## src/rtl/expr_misr_pkg.sv

```systemverilog
// Shared definitions for the expression-result MISR: FSM states, default
// polynomial/seed constants and the fold/step functions used by RTL and benches.
package expr_misr_pkg;

   localparam int          Y_W      = 90;
   localparam int          SIG_W    = 32;
   localparam int          CNT_W    = 16;
   localparam logic [31:0] POLY_DEF = 32'h04C11DB7;
   localparam logic [31:0] SEED_DEF = 32'hFFFFFFFF;

   typedef enum logic [1:0] {
      IDLE = 2'd0,
      RUN  = 2'd1,
      DONE = 2'd2
   } state_t;

   // Compress the 90-bit result into 32 bits; the top chunk is zero-extended.
   function automatic logic [31:0] fold(input logic [89:0] y);
      return y[31:0] ^ y[63:32] ^ {6'b000000, y[89:64]};
   endfunction

   // One Galois MISR shift with feedback, then absorb the folded chunk.
   function automatic logic [31:0] step(input logic [31:0] m,
                                        input logic [31:0] c,
                                        input logic [31:0] poly);
      return {m[30:0], 1'b0} ^ (m[31] ? poly : 32'h00000000) ^ c;
   endfunction

endpackage

```

## src/rtl/expr_misr_step.sv

```systemverilog
// Combinational next-state of the MISR for one accepted result vector.
module expr_misr_step
   import expr_misr_pkg::*;
#(
   parameter logic [31:0] POLY = POLY_DEF
) (
   input  logic [31:0] misr_q,
   input  logic [89:0] y,
   output logic [31:0] misr_d
);

   logic [31:0] chunk_s;

   // Fold then shift/absorb in a single combinational stage.
   always_comb begin
      chunk_s = fold(y);
      misr_d  = step(misr_q, chunk_s, POLY);
   end

endmodule

```

## src/rtl/expr_result_misr.sv

```systemverilog
// Capture stage: compacts num_vec handshaked result vectors into a MISR
// signature and offers it on a second valid/ready handshake.
module expr_result_misr
   import expr_misr_pkg::*;
#(
   parameter int          Y_W   = 90,
   parameter int          SIG_W = 32,
   parameter int          CNT_W = 16,
   parameter logic [31:0] POLY  = POLY_DEF,
   parameter logic [31:0] SEED  = SEED_DEF
) (
   input  logic             clk,
   input  logic             rst,
   input  logic             start,
   input  logic [CNT_W-1:0] num_vec,
   input  logic             in_valid,
   output logic             in_ready,
   input  logic [Y_W-1:0]   in_y,
   output logic             sig_valid,
   input  logic             sig_ready,
   output logic [SIG_W-1:0] signature,
   output logic [CNT_W-1:0] vec_count,
   output logic             busy
);

   state_t           state_r;
   state_t           next_s;
   logic [CNT_W-1:0] target_r;
   logic [CNT_W-1:0] cnt_r;
   logic [SIG_W-1:0] misr_r;
   logic [SIG_W-1:0] misr_d_s;
   logic             in_ready_r;
   logic             sig_valid_r;
   logic             busy_r;
   logic             accept_s;
   logic             last_s;

   expr_misr_step #(.POLY(POLY)) u_step (
      .misr_q (misr_r),
      .y      (in_y),
      .misr_d (misr_d_s)
   );

   // in_ready_r mirrors state RUN, so accept never depends combinationally on in_valid for ready.
   always_comb begin
      accept_s = in_valid & in_ready_r;
      last_s   = (cnt_r + {{(CNT_W-1){1'b0}}, 1'b1}) == target_r;
   end

   // Next-state decode for IDLE/RUN/DONE.
   always_comb begin
      next_s = state_r;
      case (state_r)
         IDLE: begin
            if (start) begin
               next_s = (num_vec != {CNT_W{1'b0}}) ? RUN : DONE;
            end else begin
               next_s = IDLE;
            end
         end
         RUN: begin
            if (accept_s && last_s) begin
               next_s = DONE;
            end else begin
               next_s = RUN;
            end
         end
         DONE: begin
            if (sig_valid_r && sig_ready) begin
               next_s = IDLE;
            end else begin
               next_s = DONE;
            end
         end
         default: next_s = IDLE;
      endcase
   end

   // State register and registered handshake flags derived from the next state.
   always_ff @(posedge clk) begin
      if (rst) begin
         state_r     <= IDLE;
         in_ready_r  <= 1'b0;
         sig_valid_r <= 1'b0;
         busy_r      <= 1'b0;
      end else begin
         state_r     <= next_s;
         in_ready_r  <= (next_s == RUN);
         sig_valid_r <= (next_s == DONE);
         busy_r      <= (next_s != IDLE);
      end
   end

   // Datapath: seed on start, absorb on accept, hold otherwise.
   always_ff @(posedge clk) begin
      if (rst) begin
         target_r <= {CNT_W{1'b0}};
         cnt_r    <= {CNT_W{1'b0}};
         misr_r   <= {SIG_W{1'b0}};
      end else begin
         case (state_r)
            IDLE: begin
               if (start) begin
                  target_r <= num_vec;
                  cnt_r    <= {CNT_W{1'b0}};
                  misr_r   <= SEED;
               end
            end
            RUN: begin
               if (accept_s) begin
                  cnt_r  <= cnt_r + {{(CNT_W-1){1'b0}}, 1'b1};
                  misr_r <= misr_d_s;
               end
            end
            DONE: begin
               misr_r <= misr_r;
            end
            default: begin
               misr_r <= misr_r;
            end
         endcase
      end
   end

   assign in_ready  = in_ready_r;
   assign sig_valid = sig_valid_r;
   assign busy      = busy_r;
   assign signature = misr_r;
   assign vec_count = cnt_r;

endmodule

```

## config.mk

```make
export PLATFORM = sky130hd
export DESIGN_NAME = expr_result_misr
export DESIGN_NICKNAME = d
export VERILOG_FILES = /design/src/rtl/expr_misr_pkg.sv /design/src/rtl/expr_misr_step.sv /design/src/rtl/expr_result_misr.sv
export SDC_FILE = /design/constraint.sdc
export NUM_CORES = 1
export LEC_CHECK = 0
export ABC_AREA = 1
export CAP_MARGIN = 20
export CORE_ASPECT_RATIO = 0.9
export CORE_UTILIZATION = 49
export CTS_BUF_LIST = sky130_fd_sc_hd__clkbuf_4
export DETAILED_ROUTE_END_ITERATION = 7
export PLACE_DENSITY = 0.91
export SYNTH_ARGS = -nofsm -noshare
export SYNTH_HDL_FRONTEND = slang
export SYNTH_SLANG_ARGS = --single-unit
```

## constraint.sdc

```tcl
create_clock -name clk -period 4.54 [get_ports clk]
set_input_delay 0.908 -clock clk [delete_from_list [all_inputs] [get_ports clk]]
set_output_delay 0.908 -clock clk [all_outputs]
set_load 0.005 [all_outputs]
```

* Word level (Yosys, flattened, before mapping)
Cells that the tools add are included.
Word-level totals: output and inout port bits 51, input bits 111, bits in registers 69
Operators by class: add/sub/neg operators 1, bitwise operators 5, equality and inequality tests 7, muxes and demuxes 12, reduce and logical (&&, ||, !) cells 8
Operators by type and width (number):
- 32-bit XOR | 3
- 32-bit two-way mux | 2
- 32-bit one-hot mux with 2 select lines | 1
- 16-bit two-way mux | 2
- 16-bit one-hot mux with 2 select lines | 1
- 32-bit by 26-bit XOR with 32-bit output | 1
- 27-bit two-way mux | 1
- 16-bit by 1-bit adder with 16-bit output (second input constant) | 1
- 16-bit == test | 1
- 16-bit nonzero test | 1
- 2-bit two-way mux | 4
- 2-bit one-hot mux with 3 select lines | 1
- 2-bit by 1-bit == test with 1-bit output (second input constant) | 2
- 2-bit == test (second input constant) | 2
- 2-bit inequality test (second input constant) | 2
- 2-bit nonzero test | 2
- 3-bit AND reduction | 1
- 1-bit logical AND | 2
- 2-bit zero test | 1
- 2-bit AND reduction | 1
- 1-bit bitwise AND | 1

* Longest topological paths before layout
depth after elaboration 6, mapped depth 16, gate-level depth less buffers 16

* By module
Synthesis repeated with hierarchy kept, for this count alone.
Unflattened totals: cells, all modules 626, area, all modules 4388.0 µm²
By module, submodules not included:
- expr_result_misr | area each 3139.3 µm², sequential area each 1381.3 µm², cells an instance 401, instances 1
- expr_misr_step | area each 1248.7 µm², sequential area each 0.0 µm², cells an instance 225, instances 1

* Worst setup path after synthesis
Ideal clock, no wire load.
kind input to register, start point input port in_valid, end point register misr_r[16] (netlist: signature[16]), buffers on the path 1, required time 4.423 ns, stages on the path 8, arrival 1.897 ns, slack 2.525 ns, path through nand2_1 > nor3_4 > nor2_2 > inv_2 > buf_2 > o21ai_0 > o221ai_1 > inv_1
On the way: cells in the longest elaborated chain, start to end 3
RTL lines:
- from (decl) | line expr_result_misr.sv:16 | input logic in_valid,
- 1-bit bitwise AND | line expr_result_misr.sv:46 | accept_s = in_valid & in_ready_r;
- 2-bit inequality test (no source line)
- 3-bit AND reduction (no source line)
- to (signal assigned) | line expr_result_misr.sv:99 | misr_r <= {SIG_W{1'b0}};
- to (signal assigned) | line expr_result_misr.sv:112 | misr_r <= misr_d_s;
- to (signal assigned) | line expr_result_misr.sv:116 | misr_r <= misr_r;
- to (decl) | line expr_result_misr.sv:30 | logic [SIG_W-1:0] misr_r;
No other way between the ends. A chain may end at the register's enable or synchronous reset.

* Final worst setup path
start point input port start, end point register misr_r[2] (netlist: signature[2])
On the way: cells in the longest elaborated chain, start to end 2
RTL lines:
- from (decl) | line expr_result_misr.sv:14 | input logic start,
- 2-bit inequality test (no source line)
- 3-bit AND reduction (no source line)
No other way between the ends.

==> results.sh <==
export IMPL_dr_pass1_iters=7
export IMPL_fp_row_count=31
export IMPL_tightest_slew_ps=1105
export IMPL_synth_distinct_cells=28
export IMPL_antennaDiodeCount=0
export IMPL_yosysWarnings=0
export IMPL_setup_ws_ps=1353
export IMPL_reg2reg_from="state_r[1]"
export IMPL_r2r_cells=9
export IMPL_initial_core_util_pct=50.74
export IMPL_avgViaCountPerCell=5.453
export IMPL_postCtsResizedCells=0
export IMPL_leakage_uw=0.002320
export IMPL_hp_class="reg2reg"
export IMPL_clk_pin_slew_worst_paths_ps=110
export IMPL_critical_path_class="in2reg"
export IMPL_synth_seq_area_share_pct=33.74
export IMPL_cp_top_family="buffers and inverters"
export IMPL_portBuffers=161
export IMPL_rsz0062_at_grt="no"
export IMPL_min_to="target_r[14]"
export IMPL_final_cells=823
export IMPL_grt_total_usage_pct=27.17
export IMPL_mostFrequentLayoutCells="161 x clkdlybuf4s50_1, 124 x nand2_1, 69 x dfxtp_1"
export IMPL_cp_cell_sequence="clkdlybuf4s50_1 -> nand2_1 -> inv_1 -> nor2_2 -> buf_4 -> inv_2 -> o21ai_0 -> o221ai_1 -> inv_1"
export IMPL_met2_usage_pct=54.23
export IMPL_worst_path_buf_inv=5
export IMPL_synth_top_cell_area_share_pct=33.74
export IMPL_r2r_end="signature[2]"
export IMPL_critPathLaunchType="input pin"
export IMPL_totalPowerFinal_uw=1573
export IMPL_slew_headroom_pct=26.25
export IMPL_hp_start="target_r[14]"
export IMPL_synth_seq_cells=69
export IMPL_setup_tns_ps=0
export IMPL_clk_latency_ps=420
export IMPL_vias=4488
export IMPL_cts_sinks=69
export IMPL_die_h_um=88.72
export IMPL_syn2layout_area_growth_pct=44.62
export IMPL_hpwl_mm=9.095
export IMPL_synth_nets=677
export IMPL_core_area_mm2=0.008068
export IMPL_cp_common_cell="inv_1"
export IMPL_dieArea_mm2=0.008725
export IMPL_period_share_pct=70.21
export IMPL_peakVddDrop_v=0.0001369
export IMPL_grt_pass1_wl_mm=18.57
export IMPL_slew_violations=0
export IMPL_timing_final_hold_violations=0
export IMPL_place_inst=807
export IMPL_slowest_stage="inv_2"
export IMPL_fmax_mhz=313.7
export IMPL_power_density_mw_per_mm2=265.7
export IMPL_cts_hold_buf=0
export IMPL_grt_pass1_vias=4205
export IMPL_grt_busiest_layer="met2"
export IMPL_finClkSkew_ps=15.63
export IMPL_min_path_cells=2
export IMPL_clk_path_buf_depth=2
export IMPL_status="finished, violations left"
export IMPL_place_ws_ps=1010
export IMPL_place_gp_congestion=0.9723
export IMPL_groute_layer_met3_usage_pct=7.030
export IMPL_die_x_um=98.35
export IMPL_cp_max_fo=45
export IMPL_wire_per_inst_um=14.46
export IMPL_syn_cell_area_mm2=0.004094
export IMPL_num_io_pins=162
export IMPL_drive_gt1_share_pct=5.663
export IMPL_nets=831
export IMPL_critPathRequiredTime_ps=4850
export IMPL_drt_wl_total_mm=11.90
export IMPL_synth_top_cells_by_area="dfxtp_1 34%, xnor2_1 13%, nand2_1 11%, xor2_1 6.4%, o21ai_0 6.2%"
export IMPL_cts_buffers=9
export IMPL_yosysTopAreaCell="dfxtp_1"
export IMPL_ff2ff_setup_slack_ps=1790
export IMPL_synth_cells=565
export IMPL_violations="design-rule violations"
export IMPL_min_period_ps=3187
export IMPL_antenna_found_initial=0
export IMPL_ant_nets=0
export IMPL_crit_path_end_kind="flop"
export IMPL_drc=5
export IMPL_cts_setup_buffers=0
export IMPL_setup_viol=0
export IMPL_final_common_cell="clkdlybuf4s50_1"
export IMPL_grtUsageMet1_pct=28.19
export IMPL_gr_total_overflow=0
export IMPL_grt_max_degree=46
export IMPL_cap_violations=0
export IMPL_avgSynthCellArea_um2=7.246
export IMPL_cts_tree="done"
export IMPL_drt_iter0_markers=205
export IMPL_h_tree_depth=3
export IMPL_clockRootBuffer="clkbuf_4"
export IMPL_arrival_ps=3500
export IMPL_cp_slowest_stage_delay_ps=480
==> cell families after synthesis <==
| group | synth area share, % |
|---|---|
| AO/OA/AOI/OAI | 15.22 |
| XOR/XNOR | 19.80 |
| adder cells (fa/ha/maj) | 0.3056 |
| buffers and inverters | 6.632 |
| flip-flops | 33.74 |
| AND/OR/NAND/NOR | 24.30 |
==> worst register-to-register path, delay by kind of cell, from the launching register on <==
| kind | cells | cell delay (ps) |
|---|---|---|
| DFF | 1 | 390 |
| and+or+nand+nor | 3 | 620 |
| AOI/OAI and AO/OA | 2 | 480 |
| buffers and inverters | 4 | 1150 |
==> metrics by stage <==
step,cell area (um^2),hold WS [ps],util [%]
final,5921,491.2,73.39
after global routing,5921,517.7,73.39
after CTS,5921,490.7,73.39
after detailed placement,5764,473.4,71.45
after global placement,5764,452.2,71.45
after floorplan,4094,441.4,-
==> power breakdown <==
part | switching (uW) | internal [uW] | total, uW
registers | 47.4 | 649 | 697
clock network | 229 | 221 | 449
logic | 182 | 246 | 427
==> flip-flops by register name (all words and copies together) (netlist names) <==
signal / count
signature: 32
sig_valid: 1
state_r: 2
busy: 1
in_ready: 1
target_r: 16
vec_count: 16
==> Yosys cell counts, drive strengths merged <==
| library cell | count |
|---|---|
| a21oi | 45 |
| a31oi | 4 |
| buf | 5 |
| clkbuf | 16 |
| dfxtp | 69 |
| ha | 1 |
| inv | 49 |
| nand2 | 129 |
| nand3 | 33 |
| nand3b | 2 |
| nand4 | 8 |
| nor2 | 36 |
| nor3 | 1 |
| nor4 | 4 |
| o21a | 1 |
| o21ai | 52 |
| o221ai | 12 |
| or2 | 7 |
| xnor2 | 60 |
| xnor3 | 1 |
| xor2 | 30 |
==> routing by layer <==
layer	vias to the layer above	routed length (um)	share of wire [%]
met3	31	1066	9.0
met5	-	0	0
met2	253	6243	52
met4	0	244	2.1
met1	2043	4343	37
li1	2161	-	-
==> worst max-delay path by stage <==
stage	start	end	depth (start not counted)
final	start	signature[2]	9
after global routing	start	signature[2]	9
after CTS	start	signature[2]	9
after detailed placement	start	signature[12]	9
after global placement	start	signature[23]	9
after floorplan	in_valid	signature[16]	8
==> cell type report <==
cell class / instances / area (um^2)
Timing Repair Buffer: 164 / 1634
Tap cell: 99 / 123.9
Fill cell: 592 / 2147
Inverter: 49 / 183.9
Sequential cell: 69 / 1381
Clock inverter: 7 / 88.84
Multi-Input combinational cell: 426 / 2441
Clock buffer: 9 / 67.56
Power figures use the tool's default switching activity.
